$ cat src/rtl/dline_buffer.sv
// dline_buffer: single-line (32-byte) buffer between the load/store queue's
// word port and the 256-bit physical-memory line port. Holds one line with
// tag/valid/dirty; hits are answered from the line, misses write back the
// dirty line (if any) and then fill the requested one.
//
// Optional build macro: DLINE_WRITE_THROUGH_EN
//   defined   -> every store is also written through to pmem (state WT);
//                the line is never dirty.
//   undefined -> write-back behaviour.
module dline_buffer #(
    parameter int s_offset = 5,
    parameter int s_line   = 256,
    parameter int s_tag    = 27
) (
    input  logic                clk,
    input  logic                rst,
    input  logic                mem_read,
    input  logic                mem_write,
    input  logic [3:0]          mem_byte_enable,
    input  logic [31:0]         mem_address,
    input  logic [31:0]         mem_wdata,
    output logic                mem_resp,
    output logic [31:0]         mem_rdata,
    output logic                pmem_read,
    output logic                pmem_write,
    output logic [31:0]         pmem_address,
    output logic [s_line-1:0]   pmem_wdata,
    input  logic [s_line-1:0]   pmem_rdata,
    input  logic                pmem_resp
);

    typedef enum logic [2:0] {
        IDLE,
        WB,
        FILL,
        RESP,
        WT
    } state_t;

    state_t             state;
    logic [s_line-1:0]  line;
    logic [s_tag-1:0]   tag;
    logic               valid;
    logic               dirty;
    logic [s_tag-1:0]   req_tag;

    // Address decode of the live request.
    logic [s_tag-1:0]      addr_tag;
    logic [s_offset-3:0]   word_idx;
    logic [s_offset+2:0]   bit_base;
    logic                  hit;
    logic                  is_req;
    logic                  is_write;
    logic                  unused_addr_bits;

    assign addr_tag         = mem_address[31:s_offset];
    assign word_idx         = mem_address[s_offset-1:2];
    assign bit_base         = {word_idx, 5'b0};
    assign hit              = valid && (tag == addr_tag);
    assign is_req           = mem_read || mem_write;
    assign is_write         = mem_write;          // read+write together counts as a write
    assign unused_addr_bits = &{1'b0, mem_address[1:0]};

    logic [31:0]        rd_word;
    logic [31:0]        new_word;
    logic [s_line-1:0]  merged_line;

    // Byte-lane merge of the store data into the addressed word of the line.
    always_comb begin
        // NOTE: every always_comb output gets a default first so no path leaves it unassigned (no latch).
        rd_word     = line[bit_base +: 32];
        new_word    = rd_word;
        for (int b = 0; b < 4; b++) begin
            if (mem_byte_enable[b]) begin
                new_word[8*b +: 8] = mem_wdata[8*b +: 8];
            end
        end
        merged_line = line;
        merged_line[bit_base +: 32] = new_word;
    end

    // Controller: state, line storage and all registered outputs.
    always_ff @(posedge clk or posedge rst) begin
        if (rst) begin
            // NOTE: the line is a single register, not a RAM array, so it is cleared on reset like any other flop.
            state        <= IDLE;
            line         <= '0;
            tag          <= '0;
            valid        <= 1'b0;
            dirty        <= 1'b0;
            req_tag      <= '0;
            mem_resp     <= 1'b0;
            mem_rdata    <= '0;
            pmem_read    <= 1'b0;
            pmem_write   <= 1'b0;
            pmem_address <= '0;
            pmem_wdata   <= '0;
        end else begin
            // NOTE: sequential state uses non-blocking assignments so every flop samples pre-edge values.
            unique case (state)
                IDLE: begin
                    if (is_req) begin
                        if (hit) begin
                            if (is_write) begin
                                line <= merged_line;
`ifdef DLINE_WRITE_THROUGH_EN
                                pmem_write   <= 1'b1;
                                pmem_address <= {tag, {s_offset{1'b0}}};
                                pmem_wdata   <= merged_line;
                                state        <= WT;
`else
                                dirty    <= 1'b1;
                                mem_resp <= 1'b1;
                                state    <= RESP;
`endif
                            end else begin
                                mem_rdata <= rd_word;
                                mem_resp  <= 1'b1;
                                state     <= RESP;
                            end
                        end else begin
                            req_tag <= addr_tag;
                            if (valid && dirty) begin
                                pmem_write   <= 1'b1;
                                pmem_address <= {tag, {s_offset{1'b0}}};
                                pmem_wdata   <= line;
                                state        <= WB;
                            end else begin
                                pmem_read    <= 1'b1;
                                pmem_address <= {addr_tag, {s_offset{1'b0}}};
                                state        <= FILL;
                            end
                        end
                    end
                end
                WB: begin
                    if (pmem_resp) begin
                        dirty        <= 1'b0;
                        pmem_write   <= 1'b0;
                        pmem_read    <= 1'b1;
                        pmem_address <= {req_tag, {s_offset{1'b0}}};
                        state        <= FILL;
                    end
                end
                FILL: begin
                    if (pmem_resp) begin
                        pmem_read <= 1'b0;
                        line      <= pmem_rdata;
                        valid     <= 1'b1;
                        tag       <= req_tag;
                        state     <= IDLE;
                    end
                end
                RESP: begin
                    mem_resp <= 1'b0;
                    state    <= IDLE;
                end
`ifdef DLINE_WRITE_THROUGH_EN
                WT: begin
                    if (pmem_resp) begin
                        pmem_write <= 1'b0;
                        mem_resp   <= 1'b1;
                        state      <= RESP;
                    end
                end
`endif
                default: begin
                    state <= IDLE;
                end
            endcase
        end
    end

endmodule

$ cat config.mk
export PLATFORM = sky130hd
export DESIGN_NAME = dline_buffer
export DESIGN_NICKNAME = d
export VERILOG_FILES = /design/src/rtl/dline_buffer.sv
export SDC_FILE = /design/constraint.sdc
export NUM_CORES = 1
export LEC_CHECK = 0
export ABC_AREA = 1
export CAP_MARGIN = 20
export CORE_MARGIN = 3
export CORE_UTILIZATION = 47
export CTS_CLUSTER_DIAMETER = 100
export CTS_CLUSTER_SIZE = 10
export DETAILED_ROUTE_END_ITERATION = 10
export PLACE_DENSITY = 0.76
export SYNTH_ARGS = -nofsm -noshare
export SYNTH_HDL_FRONTEND = slang
export SYNTH_SLANG_ARGS = --single-unit
$ cat constraint.sdc
create_clock -name clk -period 21.5 [get_ports clk]
set_clock_uncertainty 0.05 [all_clocks]
set_input_delay 3.225 -clock clk [delete_from_list [all_inputs] [get_ports clk]]
set_output_delay 3.225 -clock clk [all_outputs]
set_load 0.05 [all_outputs]
==> impl_results.md <==
* Minimum clock period at 6.70 ns
* Footprint of the multi-input gates at 13700 um2
* Data arrival time of the critical path at 7.15 ns
* Number of buffers inserted by post-CTS setup repair at 0
* Global router's overall resource usage at 0.360
* Clock Tree Root: clkbuf_16
* Pin count of the biggest net entering global routing at 229
* RSZ-0062 raised after global routing: false
* Maximum fanout along the worst path at 65
* Mean instance size in the synthesized netlist at 7.35 um2
* Number of antenna violations at the first check in global routing at 23
* Internal power component at 0.00318 W
* Initial core utilization at 0.477
* Number of warning messages in the yosys log at 0
* Worst Path Required at 21.94 ns
* Final sum of negative setup slack at 0 ns
* Pwr Density at 152 nW/um2
* Path type of the worst min-delay path: register to register
* Post-DR vias/cell at 5.56
* Synthesis-stage register bit count at 632
* Initial DRT Pass Iterations at 6
* Max-cap violations at 0
* Number of H-tree levels at 3
* Worst relative slew slack at 0.122
* NetSw at 0.00301 W
* Die Span Y at 268 um
* TritonCTS clock tree: built
* Area of the mapped netlist at 32200 um2
* Synthesized-area fraction occupied by xor and xnor cells at 0.00190
* Via count of the first global-routing pass at 30200
* Gate Count Post-Synth at 4382
* Total number of clock tree sinks at 632
* Met3 track demand over resource at 0.0757
* Critical path endpoint category: register
* Resized cells post-CTS at 0
* Site row count at 95
* Maximum vdd drop at 0.109 mV
* Total via count after detailed routing at 32000
* Period utilisation layout at 0.312
* Detailed placer's ending HPWL at 92400 um
* Area Overhead vs Synth at 26.1%
* Hold path cells at 2
* Share of layout cells above drive strength 1 at 0.0454
* Met2 capacity usage during global routing at 0.579
* Post-synthesis cell type count at 33
* Sequential cell area fraction in the yosys report at 0.491
* Gr busiest metal: met2
* Worst setup slack before clock tree synthesis at 14.31 ns
* Final weighted congestion of routability-driven global placement at 0.979
* Width of the die at 268 um
* Largest family of logic cells by synthesized area: simple AND/OR/NAND/NOR gates
* Adder-Cell Fraction of Synth Area at 0.00194
* Antenna-violating nets left at 0
* Logic pwr share at 0.503
* Remaining Overflow, GRT at 0
* Count of unresolved DRC violations after routing at 0
* Kind of critical path: primary input to register
* Input/output buffers at 644
* Least setup slack across all paths after layout at 14.80 ns
* Clock insertion delay at the later pin of the skew report at 0.62 ns
* Seq pwr share at 0.315
* Final wirelength at 132000 um
* R2r worst-path depth at 8
* Share of synthesized area spent on multiplexers at 0.00559
* TritonCTS Buffers at 73
* Simple-gate share of the synthesized area at 0.338
* Leakage at 20.1 nW
* Final routed wire length divided by cell count at 23.0 um
* Clk slew on worst S/H paths at 0.05 ns
* Top-level port count at 652
* Number of fillers in the final layout at 6074
* Post-layout nets at 5192
* Count of endpoints failing setup in the final report at 0
* Overall die area at 71700 um2
* Startpoint type of the worst setup path: primary input
* Net switching share of the total power at 0.486
* Core Box Area at 67500 um2
* Complex-gate fraction of the synthesized area at 0.0748
* Count of routing violations after the opening detailed-route iteration at 3594
* Met1 Resource Use GR at 0.435
* Number of max-slew violations in the final report at 0
* Clk buf depth at 3
* Wire length of the first global-routing pass at 192000 um
* Placed instance area at 38600 um2
* Final number of hold-violating endpoints at 0
* Max Clock Freq at 149 MHz
* Status: finished clean
* Least-Margin Pin Slew at 1.32 ns
* Register area at 15800 um2
* Clock Power Share at 0.182
* Number of hold-repair buffers added at the cts stage at 0
* Post-route cell area at 40600 um2
==> kinds of logic (layout without fill, tap and decap cells) <==
family / count (synthesis) / in the layout
compound gates: 463 / 463
xor+xnor: 7 / 7
fa+ha+maj: 5 / 5
buf+inv: 613 / 1093
flops: 632 / 632
mux: 16 / 16
other cells: 1 / 15
simple gates: 2645 / 2645
==> through the flow <==
stage	util	hold WS [ns]	total power (W)	instances
after floorplan	-	0.397	0.00398	4386
after global placement	0.572	0.408	0.00499	5656
after detailed placement	0.572	0.410	0.00505	5656
after CTS	0.601	0.424	0.00618	5739
after global routing	0.602	0.440	0.00650	5742
final	0.602	0.422	0.00619	5749
==> registers in the layout (all words and copies together) (netlist names) <==
register	flops
pmem_write	1
pmem_wdata	256
pmem_address	27
pmem_read	1
mem_resp	1
tag	27
state	2
req_tag	27
line	256
dirty	1
valid	1
mem_rdata	32
==> layout by cell type (no fill, tap or decap), types with 2 or more instances in the layout <==
cell	netlist	routed
nor3_1	9	9
a21boi_0	32	32
a21oi_1	15	15
ha_1	5	4
nand4_1	4	4
buf_2	69	2
or2_2	32	32
clkdlybuf4s50_1	0	641
dfrtp_1	632	632
inv_2	11	10
nor4_4	0	5
nor2_4	9	10
inv_1	318	316
o21ai_1	127	127
inv_6	0	3
o21ai_0	288	288
nand3_2	3	3
nand2_4	7	7
buf_12	0	4
nand2_1	1953	1952
nand3_1	509	509
clkinv_2	0	2
mux2_2	16	16
nor2_1	104	103
diode_2	0	10
buf_4	34	33
clkbuf_16	0	75
conb_1	1	5
nor2_2	5	5
xnor2_1	7	7
clkinv_8	0	2
nand2_2	2	3
==> worst max-delay path, stage by stage <==
cell and delay (ns):
buf_2 0.68, inv_2 0.41, ha_4 0.96, clkinv_2 0.81
buf_4 0.55, nand3_1 0.17, nand2_1 0.06, nand2_1 0.06
nand2_1 0.06
==> power by group through the flow <==
| stage | sequential (W) | combinational [W] | clock (W) |
|---|---|---|---|
| after detailed placement | 0.00195 | 0.00310 | 0 |
| final | 0.00195 | 0.00311 | 0.00113 |
| after CTS | 0.00194 | 0.00311 | 0.00114 |
| after floorplan | 0.00278 | 0.00121 | 0 |
| after global routing | 0.00199 | 0.00333 | 0.00118 |
| after global placement | 0.00194 | 0.00306 | 0 |
==> cell usage after synthesis <==
cell,instances,share of area
nor2_2,5,0.00097
clkbuf_2,17,0.0026
nand2_1,1953,0.23
nand4_1,4,0.00078
nor3_1,9,0.0014
dfrtp_1,632,0.49
conb_1,1,0.00012
buf_4,34,0.0079
nor4_1,1,0.00019
o21ai_1,127,0.020
nand3_1,509,0.079
buf_2,69,0.011
o21ai_4,1,0.00051
a21boi_0,32,0.0075
nand2_2,2,0.00039
nand2_4,7,0.0024
nand3_2,3,0.00093
buf_6,33,0.012
or2_2,32,0.0062
inv_1,318,0.037
buf_1,25,0.0029
inv_2,11,0.0013
mux2_2,16,0.0056
nor4_2,5,0.0019
xnor2_1,7,0.0019
nor3_4,1,0.00051
nor2_1,104,0.012
nand3_4,1,0.00054
nor2_4,9,0.0031
a21oi_1,15,0.0023
ha_1,5,0.0019
clkbuf_1,106,0.012
o21ai_0,288,0.045
==> area by class of cell <==
type	count	share of cell area
flip-flops and latches	632	0.389
multi-input cells	3141	0.337
repair buffers	681	0.167
clock buffers	76	0.0463
inverters	329	0.0307
well taps	873	0.0269
clock inverters	7	0.00259
diodes	10	0.000616
==> layer usage <==
metal  part of all wire  wire length, um  vias up
met5             0.0013              175        -
li1                   -                -    14700
met4              0.082            10800       28
met1               0.36            47600    15000
met3              0.095            12600      442
met2               0.46            60900     1797
==> final timing paths <==
check	end	slack [ns]	startpoint
max in group asynchronous	line[138]$_DFFE_PP0P_	15.21	rst
setup reg to reg	line[55]$_DFFE_PP0P_	17.88	state[1]$_DFFE_PP0P_
setup / recovery	line[230]$_DFFE_PP0P_	14.80	mem_address[3]
hold reg to reg	pmem_address[21]$_DFFE_PP0P_	0.42	pmem_address[21]$_DFFE_PP0P_
min in group asynchronous	pmem_wdata[113]$_DFFE_PP0P_	3.12	rst
hold / removal	pmem_address[21]$_DFFE_PP0P_	0.42	pmem_address[21]$_DFFE_PP0P_
Note: power is estimated with default switching activity, not from simulation.
